### src/rtl/rx_frame_loader_if.sv
// RX byte stream in, frame RAM write port out.
// Master drives bytes and observes writes; slave is the loader.
interface rx_frame_loader_if #(
  parameter int DATA_WIDTH = 8,
  parameter int ADDR_WIDTH = 14
);
  logic [DATA_WIDTH-1:0] rx_data;
  logic                  rx_valid;
  logic                  we;
  logic [DATA_WIDTH-1:0] wData;
  logic [ADDR_WIDTH-1:0] wAddr;

  modport master (
    output rx_data, rx_valid,
    input  we, wData, wAddr
  );

  modport slave (
    input  rx_data, rx_valid,
    output we, wData, wAddr
  );
endinterface

### src/rtl/rx_frame_loader.sv
// Sync-hunting UART packet parser feeding the frame RAM.
// Checks an additive checksum and flags good frames.
module rx_frame_loader #(
  parameter int          DATA_WIDTH     = 8,
  parameter int          TOTAL_PIXELS   = 9600,
  parameter int          ADDR_WIDTH     = $clog2(TOTAL_PIXELS),
  parameter logic [7:0]  SYNC0          = 8'hAA,
  parameter logic [7:0]  SYNC1          = 8'h55,
  parameter int          TIMEOUT_CYCLES = 1000000
) (
  input  logic               clk,
  input  logic               reset,
  rx_frame_loader_if.slave   bus,
  output logic               frame_tick,
  output logic               crc_err,
  output logic               timeout_err,
  output logic               busy,
  output logic [15:0]        frame_count
);

  localparam int TW = $clog2(TIMEOUT_CYCLES);
  localparam logic [ADDR_WIDTH-1:0] LAST =
    ADDR_WIDTH'(TOTAL_PIXELS - 1);
  // Compare one short so the pulse lands as the count reaches the limit
  localparam logic [TW-1:0] TMO_LAST =
    TW'(TIMEOUT_CYCLES - 2);

  typedef enum logic [1:0] {
    HUNT0,
    HUNT1,
    PAYLOAD,
    CHECK
  } state_t;

  state_t                state_q, state_d;
  logic [ADDR_WIDTH-1:0] idx_q, idx_d;
  logic [ADDR_WIDTH-1:0] waddr_q, waddr_d;
  logic [DATA_WIDTH-1:0] wdata_q, wdata_d;
  logic [DATA_WIDTH-1:0] sum_q, sum_d;
  logic [TW-1:0]         tmo_q, tmo_d;
  logic [15:0]           cnt_q, cnt_d;
  logic                  we_q, we_d;
  logic                  tick_q, tick_d;
  logic                  crc_q, crc_d;
  logic                  terr_q, terr_d;
  logic                  expire;

  always_ff @(posedge clk) begin
    if (reset) begin
      state_q <= HUNT0;
      idx_q   <= '0;
      waddr_q <= '0;
      wdata_q <= '0;
      sum_q   <= '0;
      tmo_q   <= '0;
      cnt_q   <= '0;
      we_q    <= 1'b0;
      tick_q  <= 1'b0;
      crc_q   <= 1'b0;
      terr_q  <= 1'b0;
    end else begin
      state_q <= state_d;
      idx_q   <= idx_d;
      waddr_q <= waddr_d;
      wdata_q <= wdata_d;
      sum_q   <= sum_d;
      tmo_q   <= tmo_d;
      cnt_q   <= cnt_d;
      we_q    <= we_d;
      tick_q  <= tick_d;
      crc_q   <= crc_d;
      terr_q  <= terr_d;
    end
  end

  assign expire = (state_q != HUNT0)
                && !bus.rx_valid
                && (tmo_q == TMO_LAST);

  always_comb begin
    state_d = state_q;
    if (bus.rx_valid) begin
      unique case (state_q)
        HUNT0: begin
          if (bus.rx_data == SYNC0)
            state_d = HUNT1;
        end
        HUNT1: begin
          if (bus.rx_data == SYNC1)
            state_d = PAYLOAD;
          else if (bus.rx_data != SYNC0)
            state_d = HUNT0;
        end
        PAYLOAD: begin
          if (idx_q == LAST)
            state_d = CHECK;
        end
        CHECK: state_d = HUNT0;
        default: state_d = HUNT0;
      endcase
    end else if (expire) begin
      state_d = HUNT0;
    end
  end

  always_comb begin
    idx_d   = idx_q;
    sum_d   = sum_q;
    waddr_d = waddr_q;
    wdata_d = wdata_q;
    cnt_d   = cnt_q;
    we_d    = 1'b0;
    tick_d  = 1'b0;
    crc_d   = 1'b0;
    terr_d  = expire;
    tmo_d   = tmo_q + 1'b1;
    if (state_q == HUNT0 || bus.rx_valid || expire)
      tmo_d = '0;
    if (bus.rx_valid) begin
      unique case (state_q)
        HUNT1: begin
          if (bus.rx_data == SYNC1) begin
            idx_d = '0;
            sum_d = '0;
          end
        end
        PAYLOAD: begin
          we_d    = 1'b1;
          waddr_d = idx_q;
          wdata_d = bus.rx_data;
          sum_d   = sum_q + bus.rx_data;
          if (idx_q != LAST)
            idx_d = idx_q + 1'b1;
        end
        CHECK: begin
          if (bus.rx_data == sum_q) begin
            tick_d = 1'b1;
            cnt_d  = cnt_q + 16'd1;
          end else begin
            crc_d = 1'b1;
          end
        end
        default: ;
      endcase
    end
  end

  assign bus.we      = we_q;
  assign bus.wData   = wdata_q;
  assign bus.wAddr   = waddr_q;
  assign frame_tick  = tick_q;
  assign crc_err     = crc_q;
  assign timeout_err = terr_q;
  assign busy        = (state_q != HUNT0);
  assign frame_count = cnt_q;

endmodule

### src/flat_wrapper.sv
// flat-port wrapper written by rule: the top's interface ports become plain ports
module rx_frame_loader_flat 
#(
  parameter int          DATA_WIDTH     = 8,
  parameter int          TOTAL_PIXELS   = 9600,
  parameter int          ADDR_WIDTH     = $clog2(TOTAL_PIXELS),
  parameter logic [7:0]  SYNC0          = 8'hAA,
  parameter logic [7:0]  SYNC1          = 8'h55,
  parameter int          TIMEOUT_CYCLES = 1000000
)
  (clk, reset, frame_tick, crc_err, timeout_err, busy, frame_count, bus_rx_data, bus_rx_valid, bus_we, bus_wData, bus_wAddr);
  rx_frame_loader_if #(.DATA_WIDTH(DATA_WIDTH), .ADDR_WIDTH(ADDR_WIDTH)) bus_i ();
  input  logic clk;
  input  logic reset;
  output logic frame_tick;
  output logic crc_err;
  output logic timeout_err;
  output logic busy;
  output logic [15:0] frame_count;
  input wire logic [$bits(bus_i.rx_data)-1:0] bus_rx_data;
  input wire logic [$bits(bus_i.rx_valid)-1:0] bus_rx_valid;
  output wire logic [$bits(bus_i.we)-1:0] bus_we;
  output wire logic [$bits(bus_i.wData)-1:0] bus_wData;
  output wire logic [$bits(bus_i.wAddr)-1:0] bus_wAddr;
  assign bus_i.rx_data = bus_rx_data;
  assign bus_i.rx_valid = bus_rx_valid;
  assign bus_we = bus_i.we;
  assign bus_wData = bus_i.wData;
  assign bus_wAddr = bus_i.wAddr;
  rx_frame_loader #(.DATA_WIDTH(DATA_WIDTH), .TOTAL_PIXELS(TOTAL_PIXELS), .ADDR_WIDTH(ADDR_WIDTH), .SYNC0(SYNC0), .SYNC1(SYNC1), .TIMEOUT_CYCLES(TIMEOUT_CYCLES)) u_core (.clk(clk), .reset(reset), .bus(bus_i), .frame_tick(frame_tick), .crc_err(crc_err), .timeout_err(timeout_err), .busy(busy), .frame_count(frame_count));
endmodule
### config.mk
export PLATFORM = sky130hd
export DESIGN_NAME = rx_frame_loader_flat
export DESIGN_NICKNAME = d
export VERILOG_FILES = /design/src/rtl/rx_frame_loader_if.sv /design/src/rtl/rx_frame_loader.sv /design/src/flat_wrapper.sv
export SDC_FILE = /design/constraint.sdc
export NUM_CORES = 1
export LEC_CHECK = 0
export CAP_MARGIN = 40
export CORE_ASPECT_RATIO = 0.5
export CORE_UTILIZATION = 39
export CTS_CLUSTER_DIAMETER = 60
export DETAILED_ROUTE_END_ITERATION = 8
export GPL_TIMING_DRIVEN = 1
export PLACE_DENSITY = 0.61
export SLEW_MARGIN = 20
export SYNTH_ARGS = -nofsm -noshare
export SYNTH_HDL_FRONTEND = slang
export SYNTH_SLANG_ARGS = --single-unit
### constraint.sdc
create_clock -name clk -period 3.4 [get_ports clk]
set_clock_uncertainty 0.1 [all_clocks]
set_input_delay 0.68 -clock clk [delete_from_list [all_inputs] [get_ports clk]]
set_output_delay 0.68 -clock clk [all_outputs]
set_load 0.01 [all_outputs]
==> metrics <==
Largest stage delay, worst path between 500 and 600 ps; fill count ~950; Post-synth ARST share 0%; initial antenna violation count 0; GRT Total Usage between 10% and 20%; total negative slack 0 ps; Longest Clk Path Bufs 2; share of the synthesized area in the top cell type between 40% and 50%; critical-path cell list clkdlybuf4s50_1 > ha_1 > or4_4 > or4_4 > or3_4 > or4_1 > a21oi_1; total gr overflow 0; num rows 25; minimum clock period 3350 ps; Required @ worst endpoint 3580 ps; Post-Layout Cell Count roughly 690; Final Hold Fails 0; LEAKAGE between 1.5 and 2 nW; post-synthesis cell type count 42; root buffer cell clkbuf_16; Met2 Wirelength between 4000 and 5000 um; CTS clock-pin slew for the worst setup and hold paths 70 ps; top sig layer met4; FMAX a little under 300 MHz; Synth-to-Final Area Change 29.2%; setup repair bufs after CTS 0; critical path peak fanout 2; Seq/Total Area, Yosys a little over two fifths; I/O pin total 54; crit path capture type flop; worst slew pin tran 749 ps; crit start category input port; Mean Syn Cell Area 8.36 um^2; CP startpoint bus_rx_data[1]; worst reg2reg path startpoint u_core.sum_q[1]$_SDFFE_PP0P_; Remaining DRCs 0; DP HPWL 6810 um; Peak VDD IR 256 uV; ant diodes 0; CTS Buf Count 9; r2r worst-path depth 6; Slew Limit Fails 0; HP Class reg -> reg; crit path DAT roughly 3500 ps; FF-to-FF setup slack around 470 ps; NumNets Final 579; CP Buf/Inv Count 1; H-tree depth 3; Post-synth EDFFs 0; cells after synthesis 481; worst hold slack 354 ps; Finished Core Util 53.4%; gp weighted congestion between 0.8 and 0.9; Final ANT Viol Nets 0; Reg-to-Reg End u_core.frame_count[15]$_SDFFE_PP0P_; pwr/cell area 401 nW/um^2; Power Total between 2 and 2.5 mW; first-pass GRT wire length roughly 16000 um; Post-DP Area 4870 um^2; highest-count cells in the layout ignoring fill and taps 86 x dfxtp_1, 71 x nand2_1, 52 x clkdlybuf4s50_1, 50 x nor2_1, 45 x a21oi_1; logic depth of the worst path, buffers included 7; outcome complete, no violations; worst skew pair latency 340 ps; vias in the first global route 3247; Max-Slew Margin vs Limit around 50%; Top delay family on crit path simple AND/OR/NAND/NOR gates; Pre-antenna DRT Iters 4; die height between 70 and 80 um; initial drt markers between 150 and 200; largest net degree at the start of global routing 32; Core Region 9730 um^2; Mapped Nets 508; Worst Setup Slack, final 49.5 ps; wire length on met3 417 um; WL per Instance 13.8 um; YS warnings 0; Final Cell Area roughly 5200 um^2; Die X approximately 150 um; Vias around 3600; Clock Sinks 86; Hold-fix buffers, CTS 0; Via density 5.18; IO buf count 53; #FFs+latches synth 86; crit share post-route 98.5%; commonest non-fill, non-tap cell in the layout dfxtp_1; initial core utilization 41.4%; CP max-delay cell or4_4; Post-Syn Area 4020 um^2; layout cell share with drive strength beyond 1 a little under a tenth; setup violators final 0; Setup CP Type in -> reg; Setup crit end u_core.frame_count[15]$_SDFFE_PP0P_; dpl cells 676; met1 WL 4910 um; Synth area leaders dfxtp_1 43%, nand2_1 6.6%, a21oi_1 5.6%; WL final 9530 um; RSZ-0062 raised after global routing false; crit-path most repeated cell or4_4; Synth area leader dfxtp_1; pre-CTS setup slack -375 ps; CTS tree done; Die ar. roughly 11000 um^2; max-capacitance violation count 0; Top FF cell, synth dfxtp_1
## cells in the mapped netlist, drive strengths merged (2+ instances only)
master	instances
a21oi	45
ha	15
o21ai	8
or3	7
o31ai	10
nand3b	3
inv	10
nor4	8
a22o	3
o211ai	2
nor2	50
nand2	71
or4	11
and2	2
o21a	3
a2111oi	2
a31oi	3
and3	7
nor4bb	4
nor4b	4
nor3	12
xor2	15
and4	5
xnor2	23
dfxtp	86
nand3	19
clkbuf	23
nand4	17
## cell type report
| cell class | count | area [um^2] | share of cell area [%] |
|---|---|---|---|
| multi-input combinational | 362 | 2200 | 42.3 |
| sequential | 86 | 1720 | 33.1 |
| timing repair buffer | 83 | 763 | 14.7 |
| clock buffer | 9 | 225 | 4.33 |
| tap | 135 | 169 | 3.25 |
| clock inverter | 7 | 82.6 | 1.59 |
| inverter | 10 | 37.5 | 0.722 |
## cell families after synthesis
logic type	synth area share, %
and+or+nand+nor	27.6
muxes	0.249
xor gates and xnor gates	8.27
adders and majority gates	5.16
DFF	42.8
AOI/OAI and AO/OA	12.8
buffers and inverters	3.08
## state kept, by name (all words and copies together) (netlist names)
| signal | cells |
|---|---|
| u_core.bus.wAddr | 14 |
| u_core.bus.we | 1 |
| u_core.state_q | 2 |
| u_core.frame_count | 16 |
| u_core.sum_q | 8 |
| u_core.crc_err | 1 |
| u_core.idx_q | 14 |
| u_core.frame_tick | 1 |
| u_core.bus.wData | 8 |
| u_core.tmo_q | 20 |
| u_core.timeout_err | 1 |
## tightest hold or removal path: stages, from the launching register on
cell and delay, ps:
dfxtp_1 310, nand2_1 50, a21oi_1 50
## layer usage
metal,track usage [%],vias up
met2,30.0,75
met1,25.2,1649
met4,6.43,0
met5,0,-
met3,4.53,12
li1,-,1852
## what timing repair did
item | CTS | global route
cloned | 0 | 0
hold endpoints to repair | 0 | 0
pin swaps | 0 | 2
gates resized for setup | 1 | 2
endpoints found under the setup margin | 1 | 1
## how the worst min path moves through the flow
stage	to	slack, ps	from	cells past startpoint
2_1_floorplan	u_core.sum_q[5]$_SDFFE_PP0P_	350	u_core.sum_q[5]$_SDFFE_PP0P_	1
3_3_place_gp	u_core.bus.wAddr[3]$_SDFFE_PP0P_	340	u_core.bus.wAddr[3]$_SDFFE_PP0P_	2
3_5_place_dp	u_core.bus.wAddr[0]$_SDFFE_PP0P_	350	u_core.bus.wAddr[0]$_SDFFE_PP0P_	2
4_1_cts	u_core.bus.wAddr[0]$_SDFFE_PP0P_	360	u_core.bus.wAddr[0]$_SDFFE_PP0P_	2
5_1_grt	u_core.bus.wAddr[12]$_SDFFE_PP0P_	380	u_core.bus.wAddr[12]$_SDFFE_PP0P_	2
6_report	u_core.bus.wAddr[0]$_SDFFE_PP0P_	350	u_core.bus.wAddr[0]$_SDFFE_PP0P_	2
## where the power goes
group | switching [mW] | internal (mW)
Sequential | 0.000221 | 1.01
Clock | 0.426 | 0.579
Combinational | 0.0370 | 0.0331
Note: power is estimated with default switching activity, not from simulation.
